[src/rtl/demux_pkg.sv]
// Shared definitions for the stream demultiplexer.
//   sel_width()   : select-field width for a channel count (never below 1)
//   DefaultDataW  : default payload width
//   DefaultCntW   : default drop-counter width
//   DefaultCntMax : saturation value of a default-width drop counter
//   slot_state_e  : occupancy state of a one-entry channel slot
package demux_pkg;

  localparam int unsigned DefaultDataW = 8;
  localparam int unsigned DefaultCntW  = 8;
  localparam logic [DefaultCntW-1:0] DefaultCntMax = '1;

  typedef enum logic {
    SlotEmpty = 1'b0,
    SlotFull  = 1'b1
  } slot_state_e;

  // $clog2(2) is 1 but $clog2(1) is 0; a select port must be at least one bit wide.
  function automatic int unsigned sel_width(int unsigned num_ch);
    return (num_ch <= 2) ? 1 : $clog2(num_ch);
  endfunction

endpackage

[src/rtl/demux_slot.sv]
// One-entry output register for a single demux channel.
// Ports:
//   clk, rst_n   : clock, asynchronous active-low reset
//   load_i       : write data_i this cycle (only asserted when ch_rdy_o is high)
//   data_i       : payload to load
//   out_ready_i  : consumer ready
//   ch_rdy_o     : slot can take a beat this cycle (empty, or draining now)
//   out_valid_o  : slot holds a beat
//   out_data_o   : held payload, stable while stalled
module demux_slot
  import demux_pkg::*;
#(
  parameter int unsigned DATA_W = DefaultDataW
) (
  input  logic              clk,
  input  logic              rst_n,
  input  logic              load_i,
  input  logic [DATA_W-1:0] data_i,
  input  logic              out_ready_i,
  output logic              ch_rdy_o,
  output logic              out_valid_o,
  output logic [DATA_W-1:0] out_data_o
);

  slot_state_e       state_q, state_d;
  logic [DATA_W-1:0] data_q, data_d;

  always_comb begin
    state_d = state_q;
    data_d  = data_q;
    unique case (state_q)
      SlotEmpty: if (load_i) state_d = SlotFull;
      SlotFull:  if (out_ready_i && !load_i) state_d = SlotEmpty;
    endcase
    if (load_i) data_d = data_i;
  end

  always_ff @(posedge clk or negedge rst_n) begin
    if (!rst_n) begin
      state_q <= SlotEmpty;
      data_q  <= '0;
    end else begin
      state_q <= state_d;
      data_q  <= data_d;
    end
  end

  // Ready while draining lets a new beat follow with no bubble.
  assign ch_rdy_o    = (state_q == SlotEmpty) || out_ready_i;
  assign out_valid_o = (state_q == SlotFull);
  assign out_data_o  = data_q;

endmodule

[src/rtl/stream_demux_n.sv]
// Registered 1-to-NUM_CH stream demultiplexer with broadcast and drop counting.
// Ports:
//   clk, rst_n     : clock, asynchronous active-low reset
//   in_valid_i     : input beat present
//   in_ready_o     : beat accepted this cycle (independent of in_valid_i)
//   in_data_i      : input payload
//   in_sel_i       : destination channel; values >= NUM_CH are discarded
//   in_bcast_i     : write all channels at once (all-or-nothing), in_sel_i ignored
//   out_valid_o    : per-channel valid
//   out_ready_i    : per-channel consumer ready
//   out_data_o     : channel c payload at [c*DATA_W +: DATA_W]
//   drop_pulse_o   : one-cycle pulse the cycle after a beat is discarded
//   drop_count_o   : saturating count of discarded beats
module stream_demux_n
  import demux_pkg::*;
#(
  parameter int unsigned NUM_CH = 4,
  parameter int unsigned DATA_W = DefaultDataW,
  parameter int unsigned SEL_W  = sel_width(NUM_CH),
  parameter int unsigned CNT_W  = DefaultCntW
) (
  input  logic                     clk,
  input  logic                     rst_n,
  input  logic                     in_valid_i,
  output logic                     in_ready_o,
  input  logic [DATA_W-1:0]        in_data_i,
  input  logic [SEL_W-1:0]         in_sel_i,
  input  logic                     in_bcast_i,
  output logic [NUM_CH-1:0]        out_valid_o,
  input  logic [NUM_CH-1:0]        out_ready_i,
  output logic [NUM_CH*DATA_W-1:0] out_data_o,
  output logic                     drop_pulse_o,
  output logic [CNT_W-1:0]         drop_count_o
);

  localparam logic [SEL_W:0]   NumChExt = (SEL_W + 1)'(NUM_CH);
  localparam logic [CNT_W-1:0] CntMax   = '1;

  logic [NUM_CH-1:0] ch_rdy;
  logic [NUM_CH-1:0] sel_oh;
  logic [NUM_CH-1:0] load;
  logic              sel_in_range;
  logic              drop;
  logic              drop_pulse_q, drop_pulse_d;
  logic [CNT_W-1:0]  drop_count_q, drop_count_d;

  assign sel_in_range = ({1'b0, in_sel_i} < NumChExt);

  always_comb begin
    for (int c = 0; c < NUM_CH; c++) begin
      sel_oh[c] = (in_sel_i == SEL_W'(c));
    end
  end

  always_comb begin
    in_ready_o = 1'b0;
    load       = '0;
    drop       = 1'b0;
    if (in_bcast_i) begin
      in_ready_o = &ch_rdy;
      load       = {NUM_CH{in_valid_i && (&ch_rdy)}};
    end else if (sel_in_range) begin
      in_ready_o = |(sel_oh & ch_rdy);
      load       = sel_oh & ch_rdy & {NUM_CH{in_valid_i}};
    end else begin
      // Out-of-range destination: swallow the beat so the producer never stalls.
      in_ready_o = 1'b1;
      drop       = in_valid_i;
    end
  end

  always_comb begin
    drop_pulse_d = drop;
    drop_count_d = drop_count_q;
    if (drop && (drop_count_q != CntMax)) drop_count_d = drop_count_q + CNT_W'(1);
  end

  always_ff @(posedge clk or negedge rst_n) begin
    if (!rst_n) begin
      drop_pulse_q <= 1'b0;
      drop_count_q <= '0;
    end else begin
      drop_pulse_q <= drop_pulse_d;
      drop_count_q <= drop_count_d;
    end
  end

  assign drop_pulse_o = drop_pulse_q;
  assign drop_count_o = drop_count_q;

  for (genvar c = 0; c < NUM_CH; c++) begin : g_slot
    demux_slot #(
      .DATA_W(DATA_W)
    ) u_slot (
      .clk        (clk),
      .rst_n      (rst_n),
      .load_i     (load[c]),
      .data_i     (in_data_i),
      .out_ready_i(out_ready_i[c]),
      .ch_rdy_o   (ch_rdy[c]),
      .out_valid_o(out_valid_o[c]),
      .out_data_o (out_data_o[c*DATA_W +: DATA_W])
    );
  end

endmodule

[config.mk]
export PLATFORM = sky130hd
export DESIGN_NAME = stream_demux_n
export DESIGN_NICKNAME = d
export VERILOG_FILES = /design/src/rtl/demux_pkg.sv /design/src/rtl/demux_slot.sv /design/src/rtl/stream_demux_n.sv
export SDC_FILE = /design/constraint.sdc
export NUM_CORES = 1
export LEC_CHECK = 0
export ABC_CLOCK_PERIOD_IN_PS = 2150
export CAP_MARGIN = 20
export CORE_UTILIZATION = 42
export DETAILED_ROUTE_END_ITERATION = 6
export PLACE_DENSITY = 0.81
export SETUP_SLACK_MARGIN = 0.5
export SYNTH_ARGS = -nofsm -noshare
export SYNTH_HDL_FRONTEND = slang
export SYNTH_SLANG_ARGS = --single-unit
[constraint.sdc]
create_clock -name clk -period 2.15 [get_ports clk]
set_clock_uncertainty 0.15 [all_clocks]
set_input_delay 0.43 -clock clk [delete_from_list [all_inputs] [get_ports clk]]
set_output_delay 0.43 -clock clk [all_outputs]
set_load 0.01 [all_outputs]
==> flow_metrics.tcl <==
set metrics [dict create \
    post-route-util_pct 73.1 \
    die_x_um 63.5 \
    path_clk_slew_ns 0.07 \
    hp-start "g_slot[0].u_slot.out_data_o[5]" \
    die_area_sq_um 4030 \
    r2r_cells 7 \
    ioPinCount 64 \
    cts.sinks 36 \
    final_common_cell "dlygate4sd2_1" \
    drtIter0Drc 36 \
    cts.htree.levels 2 \
    r2r_start "g_slot[1].u_slot.out_valid_o" \
    grt-ovfl-total 0 \
    critPathCaptureType "output port" \
    cts_root_buffer "clkbuf_8" \
    layout-drive-gt1-share_pct 41.6 \
    dieHeight_um 63.5 \
    ir_drop_v 0.000656 \
    track_usage_pct 21.8 \
    fp.coreArea_sq_um 3470 \
    final_nets 202 \
    cts_tree "yes" \
    crit_arrival_ns 1.67 \
    pwr_density_cell_nw_per_um2 1040 \
    crit_path_start "g_slot[3].u_slot.out_valid_o" \
    ctsHoldBuffers 0 \
    cts-buffers-inserted 5 \
    io_buffers 54 \
    globalplace.congestion 0.779 \
    initial_core_util_pct 45.8 \
    syn_inst 105 \
    finalWirelength_um 3850 \
    layout_common_cells "dlygate4sd2_1, dfrtp_1, mux2_4" \
    antenna_found_initial 0 \
    finalPower_mw 2.63 \
    instances_no_fill 231 \
    rows 21 \
    min_path_type "register to register" \
    finalMaxSlewViolations 0 \
    grt_first_pass_wirelength_um 6420 \
    start_kind "register" \
    drc 0 \
    setup-tns-final_ns -0.102 \
    async_reset_ff_share_pct 100 \
    hold_viol 0 \
    clockBufferDepth 2 \
    fmax_mhz 444 \
    path_max_fanout 2 \
    grt_max_degree 37 \
    outcome "finished with violations" \
    synth_edf_count 0 \
    synth_seq_cells 36 \
    synth_area_sq_um 1590 \
    grt_pass1_vias 1254 \
    worstHoldPathCells 1 \
    seq_area_frac_synth_pct 56.7 \
    syn_area_per_cell_sq_um 15.1 \
    dp.cells 214 \
    diodes 0 \
    synthToLayoutAreaGrowth_pct 59.7 \
    synth-main-ff-cell "dfrtp_1" \
    viasPerCell 4.75 \
    routedWlPerCell_um 16.7 \
    place_hpwl_um 2590 \
    yosysWarnings 0 \
    firstDrtPassIters 3 \
    rsz0062_at_grt "true" \
    synth_cell_types 18 \
    leakagePower_nw 1.21 \
    worst-setup-path-type "register to output port" \
    period_share_pct 105 \
    setup_ws_ns -0.102 \
    maxCapViolCount 0 \
    worstPathRequired_ns 1.57 \
    final-setup-viol-count 1 \
    period_minus_slack_ns 2.25 \
    clock_latency_ns 0.28 \
    antenna_left 0 \
    dr_total_vias 1098 \
    violations "setup timing" \
]
[synthesized netlist by cell type (2+ instances only)]
| cell | number | share of area [%] |
|---|---|---|
| dfrtp_1 | 36 | 57 |
| mux2_2 | 31 | 22 |
| buf_4 | 13 | 6.1 |
| nand2b_1 | 4 | 1.6 |
| or2b_1 | 3 | 1.4 |
| nand2_1 | 2 | 0.47 |
| nand3b_1 | 2 | 0.95 |
| o21ai_4 | 2 | 2.0 |
| o22ai_4 | 2 | 2.5 |
| or2b_2 | 2 | 1.1 |
[per-layer routing]
metal	up-vias	track usage (%)	share of wire [%]
met5	-	0	0
met4	0	8.81	1.7
met3	5	7.97	6.6
met2	45	36.4	50
met1	542	25.0	41
li1	506	-	-
[layout make-up]
type / instances / area, sq um
Clock buffer: 6 / 72.6
Fill cell: 255 / 933
Timing Repair Buffer: 77 / 737
Tap cell: 46 / 57.6
Sequential cell: 36 / 901
Clock inverter: 2 / 35.0
Multi-Input combinational cell: 64 / 732
[logic make-up (layout without fill, tap and decap cells)]
group                  Yosys count  count (layout)  synth area share (%)
AO/OA/AOI/OAI                    5               5                  4.89
buffers and inverters           13              85                  6.15
flip-flops                      36              36                  56.7
multiplexers                    33              33                  24.1
other                            1               9                 0.236
AND/OR/NAND/NOR                 17              17                  7.88
[final timing paths]
check / to / slack [ns]
setup / recovery: in_ready_o / -0.10
hold / removal: g_slot[0].u_slot.out_data_o[5] / 0.36
setup reg to reg: g_slot[2].u_slot.out_data_o[6] / 0.23
hold reg to reg: g_slot[0].u_slot.out_data_o[5] / 0.36
max in group asynchronous: g_slot[0].u_slot.out_data_o[4] / 1.13
min in group asynchronous: g_slot[0].u_slot.out_data_o[5] / 0.40
[through the flow]
stage | setup slack, ns | hold slack, ns | instance area (sq um)
final | -0.102 | 0.356 | 2530
after global routing | -0.177 | 0.375 | 2530
after CTS | -0.109 | 0.360 | 2500
after detailed placement | -0.616 | 0.345 | 2350
after global placement | -0.597 | 0.343 | 2350
after floorplan | 0.271 | -0.0156 | 1720
[sequential cells by signal, summed over array words and instances, names as in the netlist]
register	cells
g_slot.u_slot.out_data_o	32
g_slot.u_slot.out_valid_o	4
[critical path, cell delays in order (launching register included)]
cell	delay (ns)
dfrtp_1	0.35
or2b_4	0.26
mux4_2	0.48
nor2_2	0.11
a21oi_2	0.04
buf_2	0.14
[repair_timing]
action / CTS / global route
setup buffers: 6 / 2
setup endpoints to repair: 73 / 37
gates resized for setup: 55 / 10
pin swaps: 3 / 3
cloned: 1 / 0
[power breakdown]
group,switching [mW],leakage [nW],internal [mW]
Sequential,0.122,0.426,0.896
Combinational,0.401,0.729,0.621
Clock,0.242,0.0552,0.344
Total,0.765,1.21,1.86
No activity file was read; power rests on OpenSTA's default activity.
